`src/rtl/parking_gate_scheduler_pkg.sv`:
```
// parking_pkg: shared types and constants for the parking gate scheduler.
//   gate_state_t : scheduler FSM states
//   DIR_ENTRY / DIR_EXIT : gate_dir / last_served encoding
//   max2 : helper used to size the shared timer
package parking_pkg;

  typedef enum logic [2:0] {
    IDLE,
    WAIT_AUTH,
    OPEN_IN,
    OPEN_OUT,
    CLOSE
  } gate_state_t;

  localparam logic DIR_ENTRY = 1'b0;
  localparam logic DIR_EXIT  = 1'b1;

  function automatic int max2(input int a, input int b);
    return (a > b) ? a : b;
  endfunction

endpackage

```
`src/rtl/parking_gate_scheduler_if.sv`:
```
// parking_gate_scheduler_if: lane-side requests in, gate/status out.
//   master : lane sensors + password checker (drives requests)
//   slave  : the scheduler (drives gate and status)
// Requests : entry_req, entry_auth, exit_req, pass_sensor
// Status   : gate_open, gate_dir, busy, occupancy[CNT_W], full, empty,
//            auth_timeout, gate_timeout
interface parking_gate_scheduler_if #(
  parameter int CAPACITY = 8,
  parameter int CNT_W    = $clog2(CAPACITY + 1)
) ();

  logic             entry_req;
  logic             entry_auth;
  logic             exit_req;
  logic             pass_sensor;
  logic             gate_open;
  logic             gate_dir;
  logic             busy;
  logic [CNT_W-1:0] occupancy;
  logic             full;
  logic             empty;
  logic             auth_timeout;
  logic             gate_timeout;

  modport master (
    output entry_req, entry_auth, exit_req, pass_sensor,
    input  gate_open, gate_dir, busy, occupancy, full, empty,
           auth_timeout, gate_timeout
  );

  modport slave (
    input  entry_req, entry_auth, exit_req, pass_sensor,
    output gate_open, gate_dir, busy, occupancy, full, empty,
           auth_timeout, gate_timeout
  );

endinterface

```
`src/rtl/parking_gate_scheduler_timer.sv`:
```
// parking_gate_timer: up-counter shared by the auth wait and the open window.
//   clk, reset : clock, synchronous active-high reset
//   clr        : restart from 0 (asserted on every state change)
//   limit      : runtime window length in cycles (>= 1)
//   expired    : high during the limit-th cycle since the last clear
// The count saturates at limit-1 so it can never wrap while a state lingers.
module parking_gate_timer #(
  parameter int W = 4
) (
  input  logic         clk,
  input  logic         reset,
  input  logic         clr,
  input  logic [W-1:0] limit,
  output logic         expired
);

  logic [W-1:0] cnt_q;

  assign expired = (cnt_q == limit - W'(1));

  always_ff @(posedge clk) begin
    if (reset || clr)  cnt_q <= '0;
    else if (!expired) cnt_q <= cnt_q + W'(1);
  end

endmodule

```
`src/rtl/parking_gate_scheduler.sv`:
```
// parking_gate_scheduler: shares one barrier between entry and exit lanes and
// tracks lot occupancy against CAPACITY.
//   clk   : sole clock, rising edge
//   reset : synchronous, active-high
//   gif   : parking_gate_scheduler_if.slave (requests in, gate/status out)
// Entry needs an entry_auth pulse while in WAIT_AUTH; exit opens directly.
// Optional build macro: EXIT_PRIORITY_EN -- exit always wins a tie in IDLE
// (no round-robin state kept); otherwise ties alternate via last_served.
module parking_gate_scheduler
  import parking_pkg::*;
#(
  parameter int CAPACITY    = 8,
  parameter int OPEN_CYCLES = 50,
  parameter int AUTH_WAIT   = 100
) (
  input  logic                      clk,
  input  logic                      reset,
  parking_gate_scheduler_if.slave   gif
);

  localparam int CNT_W = $clog2(CAPACITY + 1);
  localparam int TW    = $clog2(max2(OPEN_CYCLES, AUTH_WAIT) + 1);

  gate_state_t      state_q, state_d;
  logic [CNT_W-1:0] occ_q;
  logic             gate_open_q, gate_dir_q, busy_q, ato_q, gto_q;
  logic             ato_d, gto_d, inc, dec;
  logic             full, empty, entry_ok, exit_ok, pick_exit;
  logic             t_clr, t_exp;
  logic [TW-1:0]    t_limit;

`ifndef EXIT_PRIORITY_EN
  logic             last_q;
`endif

  assign full     = (occ_q == CNT_W'(CAPACITY));
  assign empty    = (occ_q == '0);
  assign entry_ok = gif.entry_req && !full;
  assign exit_ok  = gif.exit_req && !empty;

`ifdef EXIT_PRIORITY_EN
  assign pick_exit = 1'b1;
`else
  // Serve whichever direction did not get the previous grant.
  assign pick_exit = (last_q == DIR_ENTRY);
`endif

  // One timer serves both waits; it runs only inside WAIT_AUTH/OPEN_* and
  // restarts on every state change.
  assign t_limit = (state_q == WAIT_AUTH) ? TW'(AUTH_WAIT) : TW'(OPEN_CYCLES);
  assign t_clr   = (state_d != state_q) || (state_q == IDLE) || (state_q == CLOSE);

  parking_gate_timer #(.W(TW)) u_timer (
    .clk     (clk),
    .reset   (reset),
    .clr     (t_clr),
    .limit   (t_limit),
    .expired (t_exp)
  );

  always_comb begin
    state_d = state_q;
    ato_d   = 1'b0;
    gto_d   = 1'b0;
    inc     = 1'b0;
    dec     = 1'b0;
    unique case (state_q)
      IDLE: begin
        if (entry_ok && exit_ok) state_d = pick_exit ? OPEN_OUT : WAIT_AUTH;
        else if (entry_ok)       state_d = WAIT_AUTH;
        else if (exit_ok)        state_d = OPEN_OUT;
      end
      WAIT_AUTH: begin
        // Credential beats expiry; a car that drove off is not a timeout.
        if (gif.entry_auth)     state_d = OPEN_IN;
        else if (!gif.entry_req) state_d = IDLE;
        else if (t_exp) begin
          state_d = IDLE;
          ato_d   = 1'b1;
        end
      end
      OPEN_IN, OPEN_OUT: begin
        if (gif.pass_sensor) begin
          state_d = CLOSE;
          inc     = (state_q == OPEN_IN);
          dec     = (state_q == OPEN_OUT);
        end else if (t_exp) begin
          state_d = CLOSE;
          gto_d   = 1'b1;
        end
      end
      CLOSE:   state_d = IDLE;
      default: state_d = IDLE;
    endcase
  end

  always_ff @(posedge clk) begin
    if (reset) begin
      state_q     <= IDLE;
      occ_q       <= '0;
      gate_open_q <= 1'b0;
      gate_dir_q  <= DIR_ENTRY;
      busy_q      <= 1'b0;
      ato_q       <= 1'b0;
      gto_q       <= 1'b0;
    end else begin
      state_q     <= state_d;
      gate_open_q <= (state_d == OPEN_IN) || (state_d == OPEN_OUT);
      busy_q      <= (state_d != IDLE);
      ato_q       <= ato_d;
      gto_q       <= gto_d;
      if (state_d == OPEN_IN)  gate_dir_q <= DIR_ENTRY;
      if (state_d == OPEN_OUT) gate_dir_q <= DIR_EXIT;
      // Counter saturates at both ends regardless of eligibility gating.
      if (inc && !full)       occ_q <= occ_q + CNT_W'(1);
      else if (dec && !empty) occ_q <= occ_q - CNT_W'(1);
    end
  end

`ifndef EXIT_PRIORITY_EN
  // A grant is any departure from IDLE.
  always_ff @(posedge clk) begin
    if (reset) last_q <= DIR_EXIT;
    else if (state_q == IDLE && state_d == WAIT_AUTH) last_q <= DIR_ENTRY;
    else if (state_q == IDLE && state_d == OPEN_OUT)  last_q <= DIR_EXIT;
  end
`endif

  assign gif.gate_open    = gate_open_q;
  assign gif.gate_dir     = gate_dir_q;
  assign gif.busy         = busy_q;
  assign gif.occupancy    = occ_q;
  assign gif.full         = full;
  assign gif.empty        = empty;
  assign gif.auth_timeout = ato_q;
  assign gif.gate_timeout = gto_q;

endmodule

```
`src/flat_wrapper.sv`:
```
// flat-port wrapper written by rule: the top's interface ports become plain ports
module parking_gate_scheduler_flat import parking_pkg::*;
#(
  parameter int CAPACITY    = 8,
  parameter int OPEN_CYCLES = 50,
  parameter int AUTH_WAIT   = 100
)
  (clk, reset, gif_entry_req, gif_entry_auth, gif_exit_req, gif_pass_sensor, gif_gate_open, gif_gate_dir, gif_busy, gif_occupancy, gif_full, gif_empty, gif_auth_timeout, gif_gate_timeout);
  parking_gate_scheduler_if #(.CAPACITY(CAPACITY)) gif_i ();
  input  logic clk;
  input  logic reset;
  input wire logic [$bits(gif_i.entry_req)-1:0] gif_entry_req;
  input wire logic [$bits(gif_i.entry_auth)-1:0] gif_entry_auth;
  input wire logic [$bits(gif_i.exit_req)-1:0] gif_exit_req;
  input wire logic [$bits(gif_i.pass_sensor)-1:0] gif_pass_sensor;
  output wire logic [$bits(gif_i.gate_open)-1:0] gif_gate_open;
  output wire logic [$bits(gif_i.gate_dir)-1:0] gif_gate_dir;
  output wire logic [$bits(gif_i.busy)-1:0] gif_busy;
  output wire logic [$bits(gif_i.occupancy)-1:0] gif_occupancy;
  output wire logic [$bits(gif_i.full)-1:0] gif_full;
  output wire logic [$bits(gif_i.empty)-1:0] gif_empty;
  output wire logic [$bits(gif_i.auth_timeout)-1:0] gif_auth_timeout;
  output wire logic [$bits(gif_i.gate_timeout)-1:0] gif_gate_timeout;
  assign gif_i.entry_req = gif_entry_req;
  assign gif_i.entry_auth = gif_entry_auth;
  assign gif_i.exit_req = gif_exit_req;
  assign gif_i.pass_sensor = gif_pass_sensor;
  assign gif_gate_open = gif_i.gate_open;
  assign gif_gate_dir = gif_i.gate_dir;
  assign gif_busy = gif_i.busy;
  assign gif_occupancy = gif_i.occupancy;
  assign gif_full = gif_i.full;
  assign gif_empty = gif_i.empty;
  assign gif_auth_timeout = gif_i.auth_timeout;
  assign gif_gate_timeout = gif_i.gate_timeout;
  parking_gate_scheduler #(.CAPACITY(CAPACITY), .OPEN_CYCLES(OPEN_CYCLES), .AUTH_WAIT(AUTH_WAIT)) u_core (.clk(clk), .reset(reset), .gif(gif_i));
endmodule
```
`config.mk`:
```
export PLATFORM = sky130hd
export DESIGN_NAME = parking_gate_scheduler_flat
export DESIGN_NICKNAME = d
export VERILOG_FILES = /design/src/rtl/parking_gate_scheduler_pkg.sv /design/src/rtl/parking_gate_scheduler_if.sv /design/src/rtl/parking_gate_scheduler_timer.sv /design/src/rtl/parking_gate_scheduler.sv /design/src/flat_wrapper.sv
export SDC_FILE = /design/constraint.sdc
export NUM_CORES = 1
export LEC_CHECK = 0
export CORE_MARGIN = 2
export CORE_UTILIZATION = 50
export CTS_CLUSTER_DIAMETER = 80
export DETAILED_ROUTE_END_ITERATION = 8
export GPL_TIMING_DRIVEN = 0
export PLACE_DENSITY_LB_ADDON = 0.3
export SKIP_LAST_GASP = 1
export SLEW_MARGIN = 10
export SYNTH_ARGS = -nofsm -noshare
export SYNTH_HDL_FRONTEND = slang
export SYNTH_SLANG_ARGS = --single-unit
```
`constraint.sdc`:
```
create_clock -name clk -period 2.8 [get_ports clk]
set_input_delay 0.7 -clock clk [delete_from_list [all_inputs] [get_ports clk]]
set_output_delay 0.7 -clock clk [all_outputs]
set_load 0.05 [all_outputs]
```
# After elaboration in Yosys (flattened, before gate mapping)
# Index checks and enable logic that the tools add are counted.
dict set report classes {
  n_addsub 4
  multipliers 0
  div_mod_pow 0
  order_cmp 0
  n_eq_ne 10
  shifts 0
  mux 22
  n_bitwise 3
  n_reduce_logical 22
}
# operator n
set ops {}
lappend ops {{$mux W3} 8}
lappend ops {{$eq A3 B2 Y1 const B} 4}
lappend ops {{$mux W1} 9}
lappend ops {{$pmux W3 S3} 1}
lappend ops {{$mux W4} 2}
lappend ops {{$add A7 B1 Y7 const B} 1}
lappend ops {{$eq A7 B7 Y1} 1}
lappend ops {{$logic_and A1 B1 Y1} 7}
lappend ops {{$mux W7} 1}
lappend ops {{$sub A7 B1 Y7 const B} 1}
lappend ops {{$eq A3 B1 Y1 const B} 2}
lappend ops {{$reduce_bool A2 Y1} 3}
lappend ops {{$add A4 B1 Y4 const B} 1}
lappend ops {{$eq A4 B4 Y1 const B} 1}
lappend ops {{$logic_not A4 Y1} 1}
lappend ops {{$logic_or A1 B1 Y1} 4}
lappend ops {{$reduce_or A4 Y1} 1}
lappend ops {{$sub A4 B1 Y4 const B} 1}
lappend ops {{$eq A3 B3 Y1 const B} 1}
lappend ops {{$logic_not A3 Y1} 1}
lappend ops {{$ne A3 B3 Y1} 1}
lappend ops {{$not A1 Y1} 3}
lappend ops {{$reduce_bool A3 Y1} 1}
lappend ops {{$reduce_or A3 Y1} 1}
lappend ops {{other kinds (3)} 4}
dict set report word_totals {
  ff_bits 20
  latchBits 0
  mem_bits_rw 0
  romBits 0
  input_bits 6
  output_inout_bits 11
  n_memories 0
}

# Longest topological paths before layout
dict set report logic_depth {
  word_depth 12
  ltp_mapped 9
  ltp_nobuf 9
}

# By module
# From an unflattened synthesis, not the netlist that was laid out.
dict set report unflattened {
  hier_cells 171
  hier_area_um2 1431.4
}
# module instances cells_per_inst area_per_inst_um2 seq_area_each_um2
set modules_own_cells {}
lappend modules_own_cells {parking_gate_scheduler 1 83 721.9 260.2}
lappend modules_own_cells {parking_gate_timer 1 88 709.4 140.1}

# Least setup slack after synthesis
# Ideal clock, no wire load.
dict set report synth_path {
  path_type {register to register}
  startpoint {reg u_core.occ_q[0] (netlist: u_core.gif.occupancy[0])}
  endpoint {reg u_core.busy_q (netlist: u_core.gif.busy)}
  arrival_ns 3.017
  required_time_ns 2.669
  setup_slack_ns -0.349
  path_stages_with_launch 6
  path_buffers 0
  path_cell_list {dfxtp_1 -> nor4_1 -> nor4_1 -> a22oi_1 -> nor4b_1 -> nor3_1}
}
dict set report synth_via {
  elab_chain_len 8
  word_cells_on_any_way 12
  classes_between {eq/ne: 1; mux: 4; reduce/logical: 7}
}
# element line
set synth_lines {}
lappend synth_lines {{from (decl)} parking_gate_scheduler.sv:25} ;# logic [CNT_W-1:0] occ_q;
lappend synth_lines {{from (signal assigned)} parking_gate_scheduler.sv:115} ;# if (inc && !full) occ_q <= occ_q + CNT_W'(1);
lappend synth_lines {{from (signal assigned)} parking_gate_scheduler.sv:116} ;# else if (dec && !empty) occ_q <= occ_q - CNT_W'(1);
lappend synth_lines {{$logic_not A4 Y1 (*)} parking_gate_scheduler.sv:37} ;# assign empty = (occ_q == '0);
lappend synth_lines {{via gif_empty} flat_wrapper.sv:21} ;# output wire logic [$bits(gif_i.empty)-1:0] gif_empty;
lappend synth_lines {{$logic_not A1 Y1 (*)} parking_gate_scheduler.sv:39} ;# assign exit_ok = gif.exit_req && !empty;
lappend synth_lines {{$logic_and A1 B1 Y1 (*)} parking_gate_scheduler.sv:39}
lappend synth_lines {{$mux W3} parking_gate_scheduler.sv:71} ;# else if (exit_ok) state_d = OPEN_OUT;
lappend synth_lines {{$mux W3} parking_gate_scheduler.sv:70} ;# else if (entry_ok) state_d = WAIT_AUTH;
lappend synth_lines {{$mux W3 (*)} parking_gate_scheduler.sv:69} ;# if (entry_ok && exit_ok) state_d = pick_exit ? OPEN_OUT : WAIT_AUTH;
lappend synth_lines {{$pmux W3 S3 (*)} parking_gate_scheduler.sv:67} ;# unique case (state_q)
lappend synth_lines {{$reduce_bool A3 Y1 (*)} parking_gate_scheduler.sv:109} ;# busy_q <= (state_d != IDLE);
lappend synth_lines {{to (signal assigned)} parking_gate_scheduler.sv:109}
lappend synth_lines {{to (decl)} parking_gate_scheduler.sv:26} ;# logic gate_open_q, gate_dir_q, busy_q, ato_q, gto_q;
# Mark *: on every way through the listed nets, which the timed path passes. The rest lies on a longest branch.
# A chain may end at the register's enable or synchronous reset.

# Final worst setup path
dict set report layout_path {
  startpoint {in gif_pass_sensor}
  endpoint {reg u_core.occ_q[3] (netlist: u_core.gif.occupancy[3])}
}
dict set report layout_via {
  elab_chain_len 4
  word_cells_on_any_way 8
  classes_between {mux: 5; reduce/logical: 3}
}
# element line
set layout_lines {}
lappend layout_lines {{from (decl)} flat_wrapper.sv:15} ;# input wire logic [$bits(gif_i.pass_sensor)-1:0] gif_pass_sensor;
lappend layout_lines {{$mux W1} parking_gate_scheduler.sv:83} ;# if (gif.pass_sensor) begin
lappend layout_lines {{$mux W1} parking_gate_scheduler.sv:67}
lappend layout_lines {{$logic_and A1 B1 Y1, on equally long branches} {parking_gate_scheduler.sv:115, parking_gate_scheduler.sv:116}}
lappend layout_lines {{$mux W4 / $reduce_bool A2 Y1 (equally long branches)} --}
# Several ways; a longest one is shown, not always the timed one.

==> summary.txt <==
Status
  • Status: complete, no violations

Synth
  • Syn_nets: 122
  • Number of flops mapped to enable cells by yosys: 0
  • Seq/Total Area, Yosys: 38.3%
  • Yosys reg bits: 20
  • Mapped Area: 1050 um2
  • Post-Syn Area per Cell: 9.34 um2
  • Yosys cell types: 37
  • Top_reg_cell synth: dfxtp_1
  • Synth warn: 0
  • Synth Instances: 112
  • Post-synth ARST share: 0%

Routing
  • Drt drc: 0
  • Total number of vias: 865
  • DRT iter0 DRCs: 22
  • DRT antenna net count: 0
  • Mean routed wirelength per cell: 13.3 um
  • Detailed Route WL: 2100 um
  • DR pass1 iterations: 4
  • Via-to-Cell Ratio: 5.47

Timing
  • Clock Skew: 6.14 ps
  • Minimum clock period: 2730 ps
  • Final Cycle Share: 97.4%
  • Final Slew Violations: 0
  • RSZ-0062 raised after global routing: no
  • Final Hold Fails: 0
  • Fmax: 0.367 GHz
  • Slew at the pin with the worst max-slew slack: 737 ps
  • Setup Viol. Count Final: 0
  • Setup ws final: 73.3 ps
  • Rel. slew slack: 50.5%

Floorplanning
  • Die area: 2470 um2
  • Core Rows: 16
  • Top Ports: 17
  • Core footprint: 1960 um2
  • Starting Density: 53.3%
  • Die height: 49.7 um
  • Die width: 49.7 um

Layout
  • Ant. Diodes: 0
  • Commonest non-fill, non-tap cell in the layout: dfxtp_1
  • Final Util: 65.6%
  • Layout Area Growth over Synthesis: 23.1%
  • Most frequent cells in the layout: dfxtp_1 (17), clkdlybuf4s50_1 (14), nor2_1 (11)
  • Final net count: 143
  • Share of layout cells above drive strength 1: 13.7%

GRT
  • GR Util All Layers: 19.8%
  • Global-route wire length before repair: 3770 um
  • Largest net degree at the start of global routing: 11
  • Total congestion overflow: 0
  • Initial antenna violation count: 0
  • Vias in the first global route: 828

Power and ir drop
  • Clock power share: 21.4%
  • Sw frac: 30.8%
  • Switch Pwr: 185 uW
  • Pwr Density: 466 nW/um2
  • Leak pwr: 0.000460 uW
  • Worst vdd ir: 0.357 mV
  • Cell-internal power: 415 uW
  • Sequential share of power: 52.0%
  • Comb power frac: 26.6%

Critical path
  • Kind of critical path: primary input to flop
  • Critical-path maximum fanout: 3
  • Type of origin of the critical path: primary input
  • CP Data Arrival Time: 2960 ps
  • CP endpoint kind: flop
  • Worst EP required: 3030 ps

Placement
  • Placer Congestion: 0.796
  • Buffers on Ports: 15
  • Hpwl dp: 1630 um
  • Placement Setup Slack: -386 ps

Run
  • Max-cap violation count: 0

Clock network
  • CTS Buf Count: 3
  • CTS tree: built
  • Worst-Skew Late Latency: 300 ps
  • Clk root buf: clkbuf_4
  • H-Tree Depth: 1
  • CTS max path bufs: 2
  • Clk sinks: 20
  • Reg clk slew, reported paths: 90 ps

Hold path
  • Worst min path class: flop to flop
logic make-up (layout without fill, tap and decap cells):
logic type	after synthesis	in the layout	share of synthesized area (%)
AND/OR/NAND/NOR	47	47	24.3
AO/OA/AOI/OAI	24	24	18.8
flip-flops	20	20	38.3
XOR/XNOR	8	8	6.70
buffers and inverters	6	25	3.23
adder cells (fa/ha/maj)	4	4	5.50
multiplexers	3	3	3.23
worst paths after layout:
check	start	slack, ps	endpoint	cells past startpoint
worst min register to register	u_core.gif.gate_dir	490	u_core.gif.gate_dir	2
worst max-delay path	gif_pass_sensor	70	u_core.gif.occupancy[3]	9
worst min-delay path	u_core.gif.gate_dir	490	u_core.gif.gate_dir	2
worst max register to register	u_core.gif.occupancy[0]	320	u_core.gif.occupancy[3]	9
state kept, by name (all words and copies together) (netlist names):
| register | count |
|---|---|
| u_core.u_timer.cnt_q | 7 |
| u_core.gif.occupancy | 4 |
| u_core.state_q | 3 |
| u_core.gif.auth_timeout | 1 |
| u_core.gif.busy | 1 |
| u_core.gif.gate_dir | 1 |
| u_core.gif.gate_open | 1 |
| u_core.gif.gate_timeout | 1 |
| u_core.last_q | 1 |
layout make-up:
| class | instances | area (um2) |
|---|---|---|
| fill | 184 | 674 |
| multi-input combinational | 86 | 633 |
| sequential | 20 | 404 |
| timing repair buffer | 16 | 160 |
| tap | 27 | 33.8 |
| clock buffer | 3 | 22.5 |
| buffer | 3 | 22.5 |
| inverter | 3 | 11.3 |
timing repair:
| item | CTS | global route |
|---|---|---|
| endpoints found under the setup margin | 2 | 2 |
| buffers inserted | 1 | 0 |
| gates cloned | 0 | 0 |
| gates resized for setup | 2 | 2 |
| hold buffers | 0 | 0 |
| pin swaps | 1 | 0 |
synth_stat cells, drive strengths merged (2+ instances only):
library cell / number / area [um2]
dfxtp: 20 / 400
nor2: 11 / 41.3
nand3b: 3 / 22.5
nand2b: 3 / 18.8
nand3: 5 / 25.0
ha: 3 / 37.5
nor4: 4 / 25.0
xor2: 6 / 52.6
a21boi: 2 / 15.0
a21o: 2 / 15.0
a2111oi: 2 / 36.3
xnor2: 2 / 17.5
or3: 2 / 12.5
nand2: 8 / 30.0
nor3: 6 / 30.0
a21oi: 7 / 35.0
buf: 2 / 18.8
inv: 3 / 11.3
a211oi: 3 / 22.5
mux2i: 3 / 33.8
o21a: 2 / 15.0
power by group through the flow:
stage	Combinational [uW]	Clock, uW	Sequential, uW
after floorplan	85.6	0	345
after global placement	153	0	317
after detailed placement	157	0	318
after CTS	160	137	312
after global routing	172	151	314
final	160	128	312
stage by stage:
step | hold WS [ps] | cells | TNS, ps | total power, uW | area [um2]
after floorplan | 462 | 112 | 0 | 430 | 1060
after global placement | 463 | 154 | -297 | 470 | 1240
after detailed placement | 468 | 154 | -386 | 475 | 1240
after CTS | 489 | 158 | 0 | 609 | 1280
after global routing | 534 | 158 | 0 | 637 | 1290
final | 485 | 158 | 0 | 600 | 1290
critical path, cell delays in order:
cell             delay, ps
clkdlybuf4s50_1        510
nand3b_1               110
or3_4                  370
ha_1                   290
a21o_1                 180
a21o_1                 200
mux2i_1                120
or3_1                  340
a21oi_2                140
layer usage:
layer	share of wire [%]	vias up	global-route usage (%)	wire length (um)
li1	-	448	-	-
met1	44	396	24.9	933
met2	50	16	31.1	1050
met3	4.2	5	7.58	89
met4	1.5	0	6.48	32
met5	0	-	0	0
Note: power is estimated with default switching activity, not from simulation.
